===== src/rtl/mosbius_pkg.sv =====
// rtl/mosbius_pkg.sv - shared FSM encoding and bit-order helpers for the shift-chain loader
package mosbius_pkg;

  typedef enum logic [2:0] {
    IDLE     = 3'd0,
    FETCH    = 3'd1,
    SHIFT_LO = 3'd2,
    SHIFT_HI = 3'd3,
    LATCH    = 3'd4,
    FINISH   = 3'd5
  } state_t;

  localparam bit MSB_FIRST = 1'b1;

  // Bit idx (0 = first on the wire) of a config byte.
  function automatic logic pick_bit(input logic [7:0] b, input logic [2:0] idx);
    return MSB_FIRST ? b[3'd7 - idx] : b[idx];
  endfunction

  // Accumulate a readback bit in wire order.
  function automatic logic [7:0] shift_in(input logic [7:0] r, input logic b);
    return MSB_FIRST ? {r[6:0], b} : {b, r[7:1]};
  endfunction

endpackage


===== src/rtl/mosbius_clkdiv.sv =====
// rtl/mosbius_clkdiv.sv - CLK_DIV-cycle phase counter with first/last cycle strobes
module mosbius_clkdiv #(
  parameter int CLK_DIV = 4
) (
  input  logic clk,
  input  logic rst_n,
  input  logic en,
  output logic phase_first,
  output logic phase_end
);

  logic [7:0] cnt;

  assign phase_first = en && (cnt == 8'd0);
  assign phase_end   = en && (cnt == 8'(CLK_DIV - 1));

  // Restarts at zero whenever a phase ends or the counter is idle.
  always_ff @(posedge clk or negedge rst_n) begin
    if (!rst_n) begin
      cnt <= 8'd0;
    end else if (!en || phase_end) begin
      cnt <= 8'd0;
    end else begin
      cnt <= cnt + 8'd1;
    end
  end

endmodule


===== src/rtl/mosbius_cfg_loader.sv =====
// rtl/mosbius_cfg_loader.sv - streams config bytes into the switch-matrix shift chain with readback
module mosbius_cfg_loader #(
  parameter int CLK_DIV = 4,
  parameter int LEN_W   = 8
) (
  input  logic             clk,
  input  logic             rst_n,
  input  logic             start,
  input  logic [LEN_W-1:0] len,
  input  logic             byte_valid,
  input  logic [7:0]       byte_data,
  output logic             byte_ready,
  output logic             sr_clk,
  output logic             sr_dat,
  output logic             sr_latch,
  input  logic             sr_dout,
  output logic             rd_valid,
  output logic [7:0]       rd_data,
  output logic             busy,
  output logic             done
);
  import mosbius_pkg::*;

  state_t           state, state_next;
  logic [LEN_W-1:0] bytes_left;
  logic [2:0]       bit_cnt;
  logic [7:0]       shreg, rb, rb_next;
  logic             div_en, phase_first, phase_end, last_bit, fetch_hs;

  assign div_en   = (state == SHIFT_LO) || (state == SHIFT_HI) || (state == LATCH);
  assign last_bit = (bit_cnt == 3'd7);
  assign fetch_hs = (state == FETCH) && byte_valid;
  assign rb_next  = phase_first ? shift_in(rb, sr_dout) : rb;

  mosbius_clkdiv #(.CLK_DIV(CLK_DIV)) u_clkdiv (
    .clk        (clk),
    .rst_n      (rst_n),
    .en         (div_en),
    .phase_first(phase_first),
    .phase_end  (phase_end)
  );

  always_ff @(posedge clk or negedge rst_n) begin
    if (!rst_n) begin
      state <= IDLE;
    end else begin
      state <= state_next;
    end
  end

  always_comb begin
    state_next = state;
    unique case (state)
      IDLE:     if (start) state_next = (len == '0) ? FINISH : FETCH;
      FETCH:    if (byte_valid) state_next = SHIFT_LO;
      SHIFT_LO: if (phase_end) state_next = SHIFT_HI;
      SHIFT_HI: begin
        if (phase_end) begin
          if (!last_bit)                      state_next = SHIFT_LO;
          else if (bytes_left != LEN_W'(1))   state_next = FETCH;
          else                                state_next = LATCH;
        end
      end
      LATCH:    if (phase_end) state_next = FINISH;
      FINISH:   state_next = IDLE;
      default:  state_next = IDLE;
    endcase
  end

  always_comb begin
    byte_ready = 1'b0;
    sr_clk     = 1'b0;
    sr_latch   = 1'b0;
    busy       = 1'b0;
    done       = 1'b0;
    byte_ready = (state == FETCH);
    sr_clk     = (state == SHIFT_HI);
    sr_latch   = (state == LATCH);
    busy       = (state != IDLE);
    done       = (state == FINISH);
  end

  // sr_dat only moves on SHIFT_LO entry, so it is always settled before sr_clk rises.
  always_ff @(posedge clk or negedge rst_n) begin
    if (!rst_n) begin
      bytes_left <= '0;
      bit_cnt    <= 3'd0;
      shreg      <= 8'd0;
      rb         <= 8'd0;
      sr_dat     <= 1'b0;
      rd_valid   <= 1'b0;
      rd_data    <= 8'd0;
    end else begin
      rd_valid <= 1'b0;
      if ((state == IDLE) && start) begin
        bytes_left <= len;
        bit_cnt    <= 3'd0;
      end
      if (fetch_hs) begin
        shreg   <= byte_data;
        bit_cnt <= 3'd0;
        sr_dat  <= pick_bit(byte_data, 3'd0);
      end
      if (state == SHIFT_HI) begin
        rb <= rb_next;
        if (phase_end) begin
          if (!last_bit) begin
            bit_cnt <= bit_cnt + 3'd1;
            sr_dat  <= pick_bit(shreg, bit_cnt + 3'd1);
          end else begin
            rd_valid   <= 1'b1;
            rd_data    <= rb_next;
            bytes_left <= bytes_left - LEN_W'(1);
          end
        end
      end
    end
  end

endmodule


===== config.mk =====
export PLATFORM = sky130hd
export DESIGN_NAME = mosbius_cfg_loader
export DESIGN_NICKNAME = d
export VERILOG_FILES = /design/src/rtl/mosbius_pkg.sv /design/src/rtl/mosbius_clkdiv.sv /design/src/rtl/mosbius_cfg_loader.sv
export SDC_FILE = /design/constraint.sdc
export NUM_CORES = 1
export LEC_CHECK = 0
export BUFFER_PORTS_ARGS = -buffer_cell sky130_fd_sc_hd__clkbuf_2
export CAP_MARGIN = 25
export CELL_PAD_IN_SITES_DETAIL_PLACEMENT = 1
export CELL_PAD_IN_SITES_GLOBAL_PLACEMENT = 2
export CORE_ASPECT_RATIO = 1.2
export CORE_MARGIN = 2
export CORE_UTILIZATION = 37
export DETAILED_ROUTE_END_ITERATION = 7
export PLACE_DENSITY_LB_ADDON = 0.1
export SLEW_MARGIN = 25
export SYNTH_ARGS = -nofsm -noshare
export SYNTH_HDL_FRONTEND = slang
export SYNTH_SLANG_ARGS = --single-unit

===== constraint.sdc =====
create_clock -name clk -period 2.4 [get_ports clk]
set_input_delay 0.6 -clock clk [delete_from_list [all_inputs] [get_ports clk]]
set_output_delay 0.6 -clock clk [all_outputs]
set_load 0.05 [all_outputs]

==> summary.md <==
| Metric | Value |
|---|---|
| Synthesis-stage register bit count | 48 |
| Final wirelength | between 5000 and 6000 µm |
| CP delay by family, top | flip-flops |
| Synthesis Warnings | 0 |
| Main synth FF type | dfrtp_1 |
| Die X | roughly 78 µm |
| Layout Nets | roughly 290 |
| Gr usage total | around 16% |
| Detailed placement HPWL | about 4000 µm |
| CTS HTree Levels | 2 |
| Mapped Area | 2437 µm² |
| Worst Path Required | ~1.8 ns |
| DRT Pass-1 Iters | 4 |
| Critical path buffer and inverter count | 1 |
| Hold buffers post-CTS | 0 |
| Finish-stage setup viols | 0 |
| Vias per cell | roughly 5.2 |
| Crit path largest cell delay | around 0.60 ns |
| VDD IR max | 0.0004698 V |
| Adder-cell share of the synthesized area | between 3 and 4% |
| CTS tree | done |
| Final slew viol count | 0 |
| Final min period | 2.289 ns |
| Syn Nets | roughly 250 |
| Sink Count | 48 |
| Top cell type's share of synthesized area | approximately 49% |
| NetSw | 0.001107 W |
| Layout cells sized above 1 | roughly 30% |
| # Post-CTS Setup Buffers | 0 |
| RSZ-0062 raised after global routing | no |
| Die Span Y | 92.91 µm |
| Grt met1 use | between 20% and 30% |
| Largest net degree at the start of global routing | a little under 50 |
| GPL Wtd Cong | 0.7743 |
| Vias in the first global route | 1914 |
| I/O pin count | 36 |
| Leak Pwr | approximately 1.4 nW |
| CTS buffer count | 5 |
| N_diodes | 0 |
| Filler Cells Inserted | between 700 and 800 |
| Final hold violations | 0 |
| Compound-cell area share of the yosys netlist | approximately 11% |
| Power density over the cells | between 1000 and 1500 nW/µm² |
| Synth Area in Simple Gates | between 10% and 20% |
| Worst setup margin | approximately 0.11 ns |
| Mux contribution to synthesized area | 13.76% |
| Status | completed |
| Switching share of power | between 30% and 40% |
| Global route hottest layer | met2 |
| Remaining antenna violation count | 0 |
| Comb pwr share | between 30% and 40% |
| Part of the power in registers | between 40% and 50% |
| Via count | 1818 |
| Clock slew at reported path FFs | 0.09 ns |
| Synth async-reset ratio | 100.0% |
| XOR/XNOR Fraction of Synth Area | under 10% |
| Post-Syn Instances | 220 |
| Dpl ws | 0.2172 ns |
| Die area | between 7000 and 8000 µm² |
| Worst path cell trace | nor3b_2 > clkbuf_2 |
| CP max stage cell | dfrtp_1 |
| Commonest non-fill, non-tap cells in the layout | 48 x dfrtp_1, 35 x clkbuf_2, 25 x nor2_1, 17 x a21oi_1, 16 x mux2_2 |
| Largest family of logic cells by synthesized area | simple AND/OR/NAND/NOR gates |
| Root Buffer | clkbuf_8 |
| Synth unique cells | between 40 and 50 |
| Fmax | 0.4368 GHz |
| Sequential area share after synthesis | around half |
| Port Buffer Count | 35 |
| Clk network pwr share | between 20 and 25% |
| Area growth from synthesis to final layout | 17.25% |
| Routed WL per cell | between 15 and 20 µm |
| Top post-synthesis cells by area | dfrtp_1 49%, mux2_2 7.4%, mux2i_1 4.5%, nor2_1 3.9%, a21oi_1 3.5% |
| Fin crit share | 95.38% |
| First-pass GRT wire length | between 9000 and 10000 µm |
| Initial cell density of the core | 38.05% |
| Hold Crit Class | in2async |
| Final TNS setup | 0 ns |
| Worst slew margin | about 56% |
| GR Util met3 | 4.094% |
| Placed Cells | 340 |
| Max cap viols | 0 |
| Rows | 32 |
| Core region area | approximately 6400 µm² |
| Critical path class | reg2out |
| Worst slew pin tran | roughly 0.66 ns |
| Post-route DRC | 0 |
| Syn avg cell area | about 11 µm² |
| Initial antenna violation count | 0 |
| CP Launch Type | flip-flop |
| CP Capture Type | primary output |
| Clock Skews | around 0.0098 ns |
| Max Root-Sink Buffers | 2 |
| Post-synth EDFFs | 0 |
| Area leader, netlist | dfrtp_1 |
| Clock latency on the worst-skew pair | 0.31 ns |
| Most common cell after layout, fill and taps aside | dfrtp_1 |
| Crit path DAT | approximately 1.7 ns |
| Global Route met2 Usage | around 27% |
| DRT iter0 DRCs | 58 |
| CP max FO | 13 |
| Int Pwr | between 0.0015 and 0.002 W |
| Fin cells | ~350 |
| Total congestion overflow | 0 |
-- layer usage --
layer	part of all wire, %	vias up	wire length (µm)
li1	-	882	-
met1	48	902	2603
met2	48	29	2617
met3	3.3	5	183
met4	1.1	0	60
met5	0	-	0
-- per-stage QoR --
step / cell area, µm² / util [%] / hold WS, ns / power (W)
3_5_place_dp: 2740 / 42.77 / 0.4945 / 0.002449
4_1_cts: 2856 / 44.59 / 0.2721 / 0.003071
3_3_place_gp: 2740 / 42.77 / 0.4912 / 0.002420
5_1_grt: 2858 / 44.61 / 0.2829 / 0.003239
2_1_floorplan: 2437 / - / 0.3044 / 0.002104
6_report: 2858 / 44.61 / 0.2688 / 0.003008
-- cells in the mapped netlist (all sizes together), types with 2 or more instances --
master,count
nor4,5
xor2,5
nor2,25
nand4b,2
nor3,3
nand4,5
nand3,10
and2,2
and3b,2
a211oi,2
ha,6
mux2,16
buf,8
o21ai,6
nor3b,3
nand2,9
o2bb2ai,2
a21oi,17
mux2i,11
mux4,2
inv,9
dfrtp,48
and3,4
o221a,5
-- area by class of cell --
type | count | area (µm²) | share of cell area [%]
well taps | 85 | 106.4 | 3.722
repair buffers | 43 | 247.7 | 8.669
multi-input cells | 155 | 1152 | 40.32
clock inverters | 3 | 47.55 | 1.664
inverters | 9 | 33.78 | 1.182
flip-flops and latches | 48 | 1201 | 42.03
clock buffers | 5 | 68.82 | 2.408
-- worst paths after layout --
kind / start / endpoint / slack (ns) / depth (start not counted)
max: state[2]$_DFFE_PN0P_ / sr_latch / 0.11 / 2
min: rst_n / u_clkdiv.cnt[3]$_DFF_PN0_ / 0.27 / 2
max reg2reg: bit_cnt[0]$_DFF_PN0_ / rd_data[7]$_DFFE_PN0P_ / 0.37 / 7
min reg2reg: shreg[2]$_DFFE_PN0N_ / shreg[2]$_DFFE_PN0N_ / 0.51 / 1
max in group asynchronous: rst_n / shreg[0]$_DFFE_PN0N_ / 1.90 / 2
min in group clk: shreg[2]$_DFFE_PN0N_ / shreg[2]$_DFFE_PN0N_ / 0.51 / 1
-- logic make-up after synthesis --
logic type	count (synthesis)
adder cells (fa/ha/maj)	6
flip-flops	48
AND/OR/NAND/NOR	75
XOR/XNOR	6
AO/OA/AOI/OAI	39
buffers and inverters	17
multiplexers	29
-- flip-flops by register name, indices dropped and copies added (netlist names) --
name and count:
bytes_left 8, shreg 8, u_clkdiv.cnt 8, rd_data 8, sr_dat 1, state 3, bit_cnt 3, rb 8
rd_valid 1
-- what timing repair did --
item                                   in CTS  in global routing
endpoints found under the hold margin       0                  0
gates resized for setup                     0                  1
setup endpoints to repair                   0                  7
-- power groups by stage --
stage | registers, W | logic (W) | clock network [W]
floorplan | 0.00135 | 0.000751 | 0
global placement | 0.00141 | 0.00101 | 0
detailed placement | 0.00141 | 0.00104 | 0
CTS | 0.00140 | 0.00104 | 0.000635
global route | 0.00145 | 0.00113 | 0.000659
finish | 0.00139 | 0.00101 | 0.000605
(Power assumes the default switching activity.)
